File: config.mk
export PLATFORM = sky130hd
export DESIGN_NAME = poly_key_tone_gen
export DESIGN_NICKNAME = d
export VERILOG_FILES = /design/src/rtl/piano_pkg.sv /design/src/rtl/tone_half_div.sv /design/src/rtl/poly_key_tone_gen.sv
export SDC_FILE = /design/constraint.sdc
export NUM_CORES = 1
export LEC_CHECK = 0
export CAP_MARGIN = 10
export CORE_UTILIZATION = 35
export DETAILED_ROUTE_END_ITERATION = 10
export HOLD_SLACK_MARGIN = 0.06
export SLEW_MARGIN = 20
export SYNTH_ARGS = -nofsm -noshare
export SYNTH_HDL_FRONTEND = slang
export SYNTH_HIERARCHICAL = 1
export SYNTH_SLANG_ARGS = --single-unit
export TNS_END_PERCENT = 30
File: constraint.sdc
create_clock -name clk -period 4.9 [get_ports clk]
set_input_delay 0.98 -clock clk [delete_from_list [all_inputs] [get_ports clk]]
set_output_delay 0.98 -clock clk [all_outputs]
set_load 0.005 [all_outputs]
File: src/rtl/piano_pkg.sv
// Shared note table and FSM state type for the key-to-tone generator.
package piano_pkg;

    localparam int unsigned NOTE_W = 3;

    typedef enum logic [NOTE_W-1:0] {C4, D4, E4, F4, G4, A4, B4, C5} note_e;

    typedef enum logic {StIdle, StPlay} tone_state_e;

    // Half-period in 25 MHz clocks. Entry 0 (C4) is the rightmost element.
    localparam logic [7:0][15:0] HALF_PERIOD = {
        16'd23889, 16'd25310, 16'd28409, 16'd31888,
        16'd35793, 16'd37921, 16'd42566, 16'd47776
    };

endpackage

File: src/rtl/tone_half_div.sv
// Half-period divider: latches hp on load and strobes boundary on the last clock of each half.
module tone_half_div #(
    parameter int unsigned CNT_W = 16
) (
    input  logic             clk,
    input  logic             rst_n,
    input  logic [CNT_W-1:0] hp,
    input  logic             load,
    input  logic             run,
    output logic             boundary,
    output logic [CNT_W-1:0] counter
);

    logic [CNT_W-1:0] cur_hp_q;
    logic [CNT_W-1:0] cnt_q;

    assign boundary = run && (cnt_q == cur_hp_q - CNT_W'(1));
    assign counter  = cnt_q;

    always_ff @(posedge clk) begin
        if (!rst_n) begin
            cur_hp_q <= '0;
            cnt_q    <= '0;
        end else begin
            if (load) begin
                cur_hp_q <= hp;
            end
            if (load || !run || boundary) begin
                cnt_q <= '0;
            end else begin
                cnt_q <= cnt_q + CNT_W'(1);
            end
        end
    end

endmodule

File: src/rtl/poly_key_tone_gen.sv
// Highest-pressed-key square-wave tone generator; note changes land only on half-period edges.
// Optional OCTAVE_SHIFT_EN adds a 2-bit octave input that shortens the half-period.
module poly_key_tone_gen
    import piano_pkg::*;
#(
    parameter int unsigned NUM_KEYS     = 8,
    parameter int unsigned CNT_W        = 16,
    parameter int unsigned PERIOD_SHIFT = 0
) (
    input  logic                clk,
    input  logic                rst_n,
`ifdef OCTAVE_SHIFT_EN
    input  logic [1:0]          octave,
`endif
    input  logic [NUM_KEYS-1:0] key_en,
    output logic                speaker,
    output logic                active,
    output logic [NOTE_W-1:0]   note_idx,
    output logic [CNT_W-1:0]    counter
);

    tone_state_e       state_q, state_d;
    logic              speaker_q, speaker_d;
    logic [NOTE_W-1:0] note_q, note_d;
    logic [NOTE_W-1:0] sel;
    logic              any;
    logic [CNT_W-1:0]  hp;
    logic              load;
    logic              boundary;

    // Later iterations overwrite earlier ones, so the highest pressed key wins.
    always_comb begin
        sel = '0;
        for (int i = 0; i < NUM_KEYS; i++) begin
            if (key_en[i]) begin
                sel = NOTE_W'(i);
            end
        end
    end

    assign any = |key_en;

`ifdef OCTAVE_SHIFT_EN
    assign hp = CNT_W'((32'(HALF_PERIOD[sel]) >> PERIOD_SHIFT) >> octave);
`else
    assign hp = CNT_W'(32'(HALF_PERIOD[sel]) >> PERIOD_SHIFT);
`endif

    tone_half_div #(
        .CNT_W(CNT_W)
    ) u_div (
        .clk     (clk),
        .rst_n   (rst_n),
        .hp      (hp),
        .load    (load),
        .run     (state_q == StPlay),
        .boundary(boundary),
        .counter (counter)
    );

    always_comb begin
        state_d   = state_q;
        speaker_d = speaker_q;
        note_d    = note_q;
        load      = 1'b0;
        unique case (state_q)
            StIdle: begin
                speaker_d = 1'b0;
                note_d    = '0;
                if (any) begin
                    state_d   = StPlay;
                    speaker_d = 1'b1;
                    note_d    = sel;
                    load      = 1'b1;
                end
            end
            StPlay: begin
                if (boundary) begin
                    if (any) begin
                        speaker_d = ~speaker_q;
                        note_d    = sel;
                        load      = 1'b1;
                    end else begin
                        state_d   = StIdle;
                        speaker_d = 1'b0;
                        note_d    = '0;
                    end
                end
            end
            default: state_d = StIdle;
        endcase
    end

    always_ff @(posedge clk) begin
        if (!rst_n) begin
            state_q   <= StIdle;
            speaker_q <= 1'b0;
            note_q    <= '0;
        end else begin
            state_q   <= state_d;
            speaker_q <= speaker_d;
            note_q    <= note_d;
        end
    end

    assign speaker  = speaker_q;
    assign active   = (state_q == StPlay);
    assign note_idx = note_q;

endmodule

==> out/metrics.cfg, run 1 <==
[run_status]
outcome=complete, but fails checks
violations=DRC

[hold_path]
hold_path.class=flip-flop to flip-flop
worstHoldEndpoint=speaker
min_from=speaker
hold_depth=2

[timing]
finalClockSkew_ps=6.24
fmax_mhz=296
worst_slew_pin_slew_ps=1040
hold_viol=0
timing.final.crit_period_ps=3380
rsz0062_at_grt=no
finalSetupViolCount=0
fin_tns_setup_ps=0
slew_viol_final=0
slew_headroom_pct=30.6
finalCritPeriodShare_pct=69.0

[worst_setup_path]
worstPathRequired_ps=5080
slowest_stage=nor2_4
path_delay_family=simple AND/OR/NAND/NOR gates
critical_path_class=flip-flop to flip-flop
reg2reg_from=u_div/cur_hp_q[4]
cp-end-kind=flip-flop
startpoint=u_div/cur_hp_q[4]
critical_path_buf_inv_count=0
r2r_setup_slack_ps=1520
crit-reg2reg-capture=u_div/cur_hp_q[9]
worstPathMaxFanout=32
start_kind=flip-flop
cp_cell_sequence=or4_4, nor4_4, nor3b_2, xnor2_1, nand4_2, nor3_4, nor2b_1, nor2_4, mux2i_1, nor2b_1
cpMostUsedCell=nor2b_1
slowest_delay_ps=800
arrival_ps=3560
r2r_cells=10

[synthesis]
synth.most_common_cell=dfxtp_1
ys_seq_elements=37
syn_avg_cell_area_um2=8.88
yosys-top-cells-area=dfxtp_1 (31%), mux2i_1 (7.6%), xor2_1 (7.4%)
synth_cells=266
synthTopCellsByCount=dfxtp_1 (37), nor2_1 (24), xor2_1 (20), mux2i_1 (18)
netlist_area_um2=2360
synth_cell_types=48
synth_edf_count=0
synth_ff_type=dfxtp_1
yosys_warnings=6
synthArstFlopShare_pct=0
synth_seq_area_share_pct=31.4
synth_top_area_share_pct=31.4
synth_fp_nets=283
yosys.area.top_type=dfxtp_1

[final_layout]
fillerInstances=658
insertedDiodeCount=0
area_growth_syn_to_layout_pct=18.8
final_area_um2=2810
nNetsFinal=308
drive_gt1_share_pct=10.6

[drt]
drc=2
routed_via_density=5.19
vias=1915
dr.pass1.iters=7
detail-route-antenna-nets=0
avgRoutedWirePerCell_um=14.1
routed_wl_um=5200
drtIter0Drc=76

[pwr]
power_density_nw_per_um2=249
internal-power_uw=503
p_leak_nw=1.06
clkPwrFrac_pct=33.6
vdd_drop_max_uv=172
pwr-share-seq_pct=47.6
netSwitchingPower_uw=195
switching_share_pct=27.9
combPwrFrac_pct=18.7

[clock_tree]
numCtsBuffers=5
cts_setup_buffers=0
clk_latency_ps=290
clk_pin_slew_ps=70
ctsResizeCount=0
clock-sinks=37
tritoncts=yes
ctsLongestPathBuffers=2
clockRootBuffer=clkbuf_8
holdBufCountCts=0
cts_max_level=2

[place]
numPortBuffers=30
dpl.hpwl_um=3740
gp_congestion=0.822
postPlaceCellArea_um2=2710

[grt]
grt-ovfl-total=0
antenna_found_initial=0
grt_max_degree=33
grt_pass1_wl_um=8840
grt_usage_pct=15.4
first_global_vias=1818

[floorplanning]
row_count=29
start_util_pct=36.8
die_w_um=84.2
die_h_um=84.2
io_pins=31
die_area_um2=7080
coreArea_um2=6420

[job]
cap_viol_max_count=0

==> routing by layer <==
layer	wire length, um	track usage [%]
met5	0	0
met1	2520	20.9
met3	222	3.34
met2	2430	25.0
met4	31	4.23
==> sequential cells by signal, indices dropped and copies added, names as in the netlist <==
register	cells
note_idx	3
speaker	1
u_div/cur_hp_q	16
u_div/counter	16
active	1
==> kinds of logic (layout without fill, tap and decap cells) <==
| kind of cell | count (synthesis) | in the layout | share of synthesized area (%) |
|---|---|---|---|
| and+or+nand+nor | 116 | 116 | 31.6 |
| buffers and inverters | 24 | 50 | 4.66 |
| adders and majority gates | 7 | 7 | 3.71 |
| AOI/OAI and AO/OA | 28 | 28 | 7.68 |
| xor gates and xnor gates | 36 | 36 | 13.3 |
| muxes | 18 | 18 | 7.63 |
| DFF | 37 | 37 | 31.4 |
==> power groups by stage <==
stage / clock [mW] / combinational, mW / sequential (mW)
after floorplan: 0 / 0.100 / 0.333
after detailed placement: 0 / 0.130 / 0.339
after global placement: 0 / 0.129 / 0.339
after global routing: 0.257 / 0.145 / 0.335
final: 0.235 / 0.131 / 0.332
after CTS: 0.244 / 0.131 / 0.333
==> worst max path at each step <==
| stage | slack (ps) | cells past startpoint | endpoint |
|---|---|---|---|
| global placement | 1580 | 12 | u_div/cur_hp_q[10] |
| detailed placement | 1520 | 10 | u_div/cur_hp_q[5] |
| global route | 1240 | 12 | u_div/cur_hp_q[15] |
| finish | 1520 | 10 | u_div/cur_hp_q[9] |
| floorplan | 1320 | 14 | u_div/counter[13] |
| CTS | 1510 | 10 | u_div/cur_hp_q[9] |
==> layout by cell type, fill, tap and decap left out, types with 6 or more instances in the layout <==
cell type	n
dfxtp_1	37
clkdlybuf4s50_1	30
nor2_1	23
xor2_1	20
mux2i_1	18
nand2_1	17
nor2b_1	17
xnor2_1	16
inv_1	10
nor4_1	10
nor4_2	9
a21oi_1	8
ha_1	7
clkbuf_8	7
nand3_1	6
==> through the flow <==
stage	total power [mW]	setup slack (ps)	hold WS, ps	util, %	instances
floorplan	0.433	1320	461	-	266
global placement	0.468	1580	485	42.1	361
global route	0.737	1240	500	43.7	369
finish	0.698	1520	477	43.7	369
CTS	0.707	1510	483	43.7	369
detailed placement	0.469	1520	469	42.1	361
==> worst reg2reg max path: cells and delay by family (launching register included) <==
kind	cells	cell delay, ps
xor+xnor	1	160
mux	1	290
flops	1	400
simple gates	8	2430
==> cell type report <==
| class | instances | area, um^2 | share of cell area (%) |
|---|---|---|---|
| clock buffers | 7 | 96.3 | 3.43 |
| multi-input cells | 205 | 1520 | 54.1 |
| flip-flops and latches | 37 | 741 | 26.4 |
| inverters | 11 | 41.3 | 1.47 |
| repair buffers | 31 | 308 | 11.0 |
| well taps | 77 | 96.3 | 3.43 |
| clock inverters | 1 | 5.00 | 0.178 |
(Power assumes the default switching activity.)
==> run 2: changes to the inputs <==
Clock period 4.9 ns to 2.8 ns, I/O delays scaled along.
==> run 2 against run 1 <==
Effect of this change:
- the run still ends with DRC left
- setup slack lost 1500 ps
- register-to-register slack lost 1500 ps
- routed wire length grew 5.5%
- power grew 91%
- core utilization grew 3.4 points
- die area is the same
- clock-buffer cell count is the same
- first-iteration DRC count grew 26%
- critical endpoint is now u_div/cur_hp_q[8]
- largest cell class unchanged
==> out/metrics.cfg, run 2 (same netlist as run 1, synthesis figures left out) <==
[pwr]
power.total_mw=1.33  ; +91%
vdd_drop_max_uv=259  ; +51%
power_density_nw_per_um2=441  ; +77%
p_leak_nw=1.19  ; +12%

[drt]
vias=2000  ; +4.4%
avgRoutedWirePerCell_um=14.1  ; about the same
routed_via_density=5.14  ; -0.93%
dr.pass1.iters=7  ; unchanged
drtIter0Drc=96  ; +26%
detail-route-antenna-nets=0  ; unchanged
routed_wl_um=5490  ; +5.5%
drc=2  ; unchanged

[timing]
timing.final.crit_period_ps=2790  ; -590 ps
finalSetupViolCount=0  ; unchanged
finalCritPeriodShare_pct=99.7  ; +31 points
finalClockSkew_ps=6.67  ; +0.430 ps
rsz0062_at_grt=yes
slew_headroom_pct=51.6  ; +21 points
hold_viol=0  ; unchanged
hold_ws_ps=476  ; -0.466 ps
fmax_mhz=358  ; +21%
slew_viol_final=0  ; unchanged
worst_slew_pin_slew_ps=725  ; -314 ps

[worst_setup_path]
critical_path_buf_inv_count=1  ; +1
start_kind=flip-flop
slowest_stage=or4_4
critical_path_class=flip-flop to flip-flop
worstPathRequired_ps=2980  ; -2100 ps
slowest_delay_ps=580  ; -220 ps
cp-end-kind=flip-flop
arrival_ps=2970  ; -590 ps
cp_cell_sequence=or4_4, nor4_4, nor3b_2, xnor2_1, nand4_2, nor3_4, nor2b_4, nor2_4, buf_12, mux2i_1, nor2b_1
path_delay_family=simple AND/OR/NAND/NOR gates
worstPathMaxFanout=13  ; -59%

[final_layout]
area_growth_syn_to_layout_pct=28.0
final_cells=389  ; +5.4%
insertedDiodeCount=0  ; unchanged
drive_gt1_share_pct=17.3  ; +6.7 points
final_util_pct=47.1  ; +3.4 points
final_cell_mix=dfxtp_1 (35), clkdlybuf4s50_1 (30), nor2_1 (23)
final_common_cell=dfxtp_1
nNetsFinal=328  ; +6.5%

[floorplanning]
start_util_pct=36.8  ; unchanged
die_w_um=84.2  ; unchanged
io_pins=31  ; unchanged
coreArea_um2=6420  ; unchanged
row_count=29  ; unchanged
die_area_um2=7080  ; unchanged
die_h_um=84.2  ; unchanged

[clock_tree]
clk_latency_ps=290  ; about the same
numCtsBuffers=5  ; unchanged
ctsLongestPathBuffers=2  ; unchanged
clock-sinks=37  ; unchanged
clk_pin_slew_ps=80  ; about the same
cts_max_level=2  ; unchanged
clockRootBuffer=clkbuf_8
holdBufCountCts=0  ; unchanged
tritoncts=yes

[grt]
first_global_vias=1955  ; +7.5%
grt_usage_pct=16.5  ; +1.1 points
grt_pass1_wl_um=9430  ; +6.6%
antenna_found_initial=0  ; unchanged
grt_max_degree=20  ; -39%
grt-ovfl-total=0  ; unchanged

[job]
cap_viol_max_count=0  ; unchanged

[hold_path]
hold_path.class=flip-flop to flip-flop

[place]
gp_congestion=0.815  ; -0.79%
numPortBuffers=30  ; unchanged
dpl.hpwl_um=4000  ; +6.9%
place_inst=375  ; +3.9%

[run_status]
violations=DRC
outcome=complete, but fails checks

## run 2: cell count changes in the layout (fill, tap and decap cells not counted), sizes merged
cell,change
clkinv,-1
buf,+20
bufinv,+1
## run 2: report_power, final
group          leakage [nW]  switching (mW)  total [mW]  internal, mW
clock network        0.0585           0.193       0.484         0.291
logic                 0.825           0.134       0.273         0.139
registers             0.304          0.0268       0.576         0.549
total                  1.19           0.354        1.33         0.978
## run 2: final cells by class
cell class              instances  area (um^2)
multi-input cells             205         1540
well taps                      77         96.3
inverters                      11         41.3
clock inverters                 1         30.0
repair buffers                 51          490
fillers                       617         3400
flip-flops and latches         37          743
clock buffers                   7         86.3
## run 2: per-stage QoR
stage / instance area [um^2] / worst slack (ps) / TNS [ps]
final: 3020 / 9.69 / 0
after global placement: 2850 / 131 / 0
after global routing: 3020 / -158 / -2110
after floorplan: 2410 / -82.9 / -1810
after detailed placement: 2850 / -0.368 / -0.368
after CTS: 2960 / -16.4 / -23.6
## run 2: final timing paths
path,from,to,slack [ps],depth (start not counted)
max reg2reg,u_div/cur_hp_q[1],u_div/cur_hp_q[8],10,11
min reg2reg,speaker,speaker,480,2
max,u_div/cur_hp_q[1],u_div/cur_hp_q[8],10,11
min,speaker,speaker,480,2
## run 2: worst register-to-register path, cell delays in order, from the launching register on
cell	delay, ps
dfxtp_2	340
or4_4	590
nor4_4	300
nor3b_2	230
xnor2_1	160
nand4_2	140
nor3_4	230
nor2b_4	90
nor2_4	140
buf_12	170
mux2i_1	230
nor2b_1	70
## run 2: routing by layer
layer	wire (um)	part of all wire, %	track usage (%)	vias up
met5	0	0	0	-
met4	55	1.0	3.92	0
met3	218	4.0	2.95	5
met2	2580	47	27.1	42
met1	2630	48	22.5	935
li1	-	-	-	1018
## run 2: what timing repair did
item                       CTS  global route
setup endpoints to repair    2            23
setup buffers                0             6
hold endpoints to repair     0             0
gates resized for setup      0             4
pin swaps                    0             1
==> run 3: changes to the inputs <==
Settings changed: CORE_UTILIZATION 35 to 50, PLACE_DENSITY set to 0.76.
==> run 3 against run 2 <==
Effect of this change:
- clock power is 0.8% lower
- core utilization grew 21 points
- sequential power about the same
- combinational power grew 2%
- fmax fell by 0.51%
- the run ends with DRC, setup timing left
- clock skew is 1.7 ps lower
- sequential share of layout area grew 0.061 points
- via count grew 0.35%
==> out/metrics.cfg, run 3 (same netlist as run 1, synthesis figures left out) <==
[timing]
rsz0062_at_grt=yes
hold_viol=0  ; unchanged
finalCritPeriodShare_pct=100  ; +0.51 points
fmax_mhz=357  ; -0.51%
finalSetupViolCount=3  ; +3
slew_viol_final=0  ; unchanged
fin_ws_ps=-4.64  ; -14.3 ps
finalClockSkew_ps=4.93  ; -1.74 ps
timing.final.crit_period_ps=2800  ; +14.3 ps
slew_headroom_pct=45.9  ; -5.7 points
worst_slew_pin_slew_ps=810  ; +85.4 ps

[grt]
grt-ovfl-total=0  ; unchanged
grt_usage_pct=22.5  ; +6.0 points
grt_max_degree=28  ; +40%
grt_pass1_wl_um=8960  ; -5.0%
antenna_found_initial=0  ; unchanged
first_global_vias=1887  ; -3.5%

[final_layout]
drive_gt1_share_pct=16.8  ; -0.48 points
final_area_um2=3020  ; -0.25%
area_growth_syn_to_layout_pct=27.6
final_common_cell=dfxtp_1
final_cells=361  ; -7.2%
final_cell_mix=dfxtp_1 (35), clkdlybuf4s50_1 (30), nor2_1 (23)
nNetsFinal=325  ; -0.91%
insertedDiodeCount=0  ; unchanged

[worst_setup_path]
cp-end-kind=flip-flop
path_delay_family=simple AND/OR/NAND/NOR gates
worstPathRequired_ps=2980  ; about the same
worstPathMaxFanout=13  ; unchanged
arrival_ps=2990  ; +20 ps
critical_path_buf_inv_count=1  ; unchanged
reg2reg_from=u_div/cur_hp_q[1]
startpoint=u_div/cur_hp_q[1]
r2r_setup_slack_ps=-5  ; about the same
cp_cell_sequence=or4_4, nor4_4, nor3b_2, xnor2_1, nand4_2, nor3_4, nor2b_4, nor2_4, clkbuf_16, mux2i_1, nor2b_1
slowest_delay_ps=600  ; +20 ps
slowest_stage=or4_4
critical_path_class=flip-flop to flip-flop
start_kind=flip-flop

[clock_tree]
ctsLongestPathBuffers=2  ; unchanged
clockRootBuffer=clkbuf_8
numCtsBuffers=5  ; unchanged
cts_max_level=2  ; unchanged
clock-sinks=37  ; unchanged
clk_latency_ps=290  ; about the same
clk_pin_slew_ps=70  ; about the same
holdBufCountCts=0  ; unchanged
tritoncts=yes

[pwr]
power_density_nw_per_um2=443  ; +0.48%
p_leak_nw=1.19  ; -0.15%
vdd_drop_max_uv=279  ; +7.9%

[drt]
dr.pass1.iters=7  ; unchanged
routed_wl_um=5460  ; -0.51%
drtIter0Drc=125  ; +30%
vias=2007  ; +0.35%
routed_via_density=5.56  ; +8.1%
detail-route-antenna-nets=0  ; unchanged
avgRoutedWirePerCell_um=15.1  ; +7.2%
drc=2  ; unchanged

[job]
cap_viol_max_count=0  ; unchanged

[floorplanning]
io_pins=31  ; unchanged
row_count=24  ; -17%
die_h_um=70.7  ; -16%
die_w_um=70.7  ; -16%
die_area_um2=5000  ; -29%
coreArea_um2=4440  ; -31%
start_util_pct=53.2  ; +16 points

[run_status]
outcome=complete, but fails checks
violations=DRC, setup timing

[place]
dpl.hpwl_um=3740  ; -6.5%
postPlaceCellArea_um2=2780  ; -2.3%
gp_congestion=0.883  ; +8.3%
numPortBuffers=30  ; unchanged
place_inst=347  ; -7.5%

[hold_path]
hold_path.class=flip-flop to flip-flop
min_from=speaker

-- run 3: area by class of cell --
type	count	area (um^2)
multi-input cells	205	1560
fillers	359	1430
flip-flops and latches	37	743
repair buffers	48	490
clock buffers	7	86.3
well taps	52	65.1
inverters	11	41.3
clock inverters	1	30.0
-- run 3: worst register-to-register path: stages (launching register included) --
cell and delay (ps):
dfxtp_2 340, or4_4 600, nor4_4 280, nor3b_2 220, xnor2_1 150, nand4_2 140
nor3_4 210, nor2b_4 80, nor2_4 200, clkbuf_16 220, mux2i_1 190, nor2b_1 60
-- run 3: timing repair --
action,CTS,global route
endpoints found under the setup margin,1,25
gates cloned,0,2
pin swaps,0,2
resized for setup,1,6
buffers inserted,0,4
-- run 3: final timing paths --
path,cells past startpoint,endpoint
worst max-delay path,11,u_div/cur_hp_q[10]
worst min-delay path,2,speaker
worst max register to register,11,u_div/cur_hp_q[10]
worst min register to register,2,speaker
-- run 3: report_power, final --
part           total [mW]  internal [mW]  switching (mW)
clock               0.480          0.290           0.190
combinational       0.279          0.139           0.141
sequential          0.575          0.549          0.0265
-- run 3: layer usage --
| layer | vias up | part of all wire, % | track usage, % |
|---|---|---|---|
| met5 | - | 0 | 0 |
| li1 | 1015 | - | - |
| met1 | 935 | 48 | 31.6 |
| met3 | 8 | 4.0 | 4.84 |
| met2 | 49 | 47 | 35.4 |
| met4 | 0 | 0.97 | 5.33 |
-- run 3: per-stage QoR --
step	power (mW)	setup TNS (ps)	utilization, %	worst slack, ps	hold WS (ps)
finish	1.34	-6.62	67.8	-4.64	478
global route	1.39	-2680	67.8	-143	506
CTS	1.32	0	65.3	17.9	483
detailed placement	0.837	0	62.5	32.7	465
global placement	0.832	0	62.5	95.7	468
floorplan	0.766	-1810	-	-82.9	460
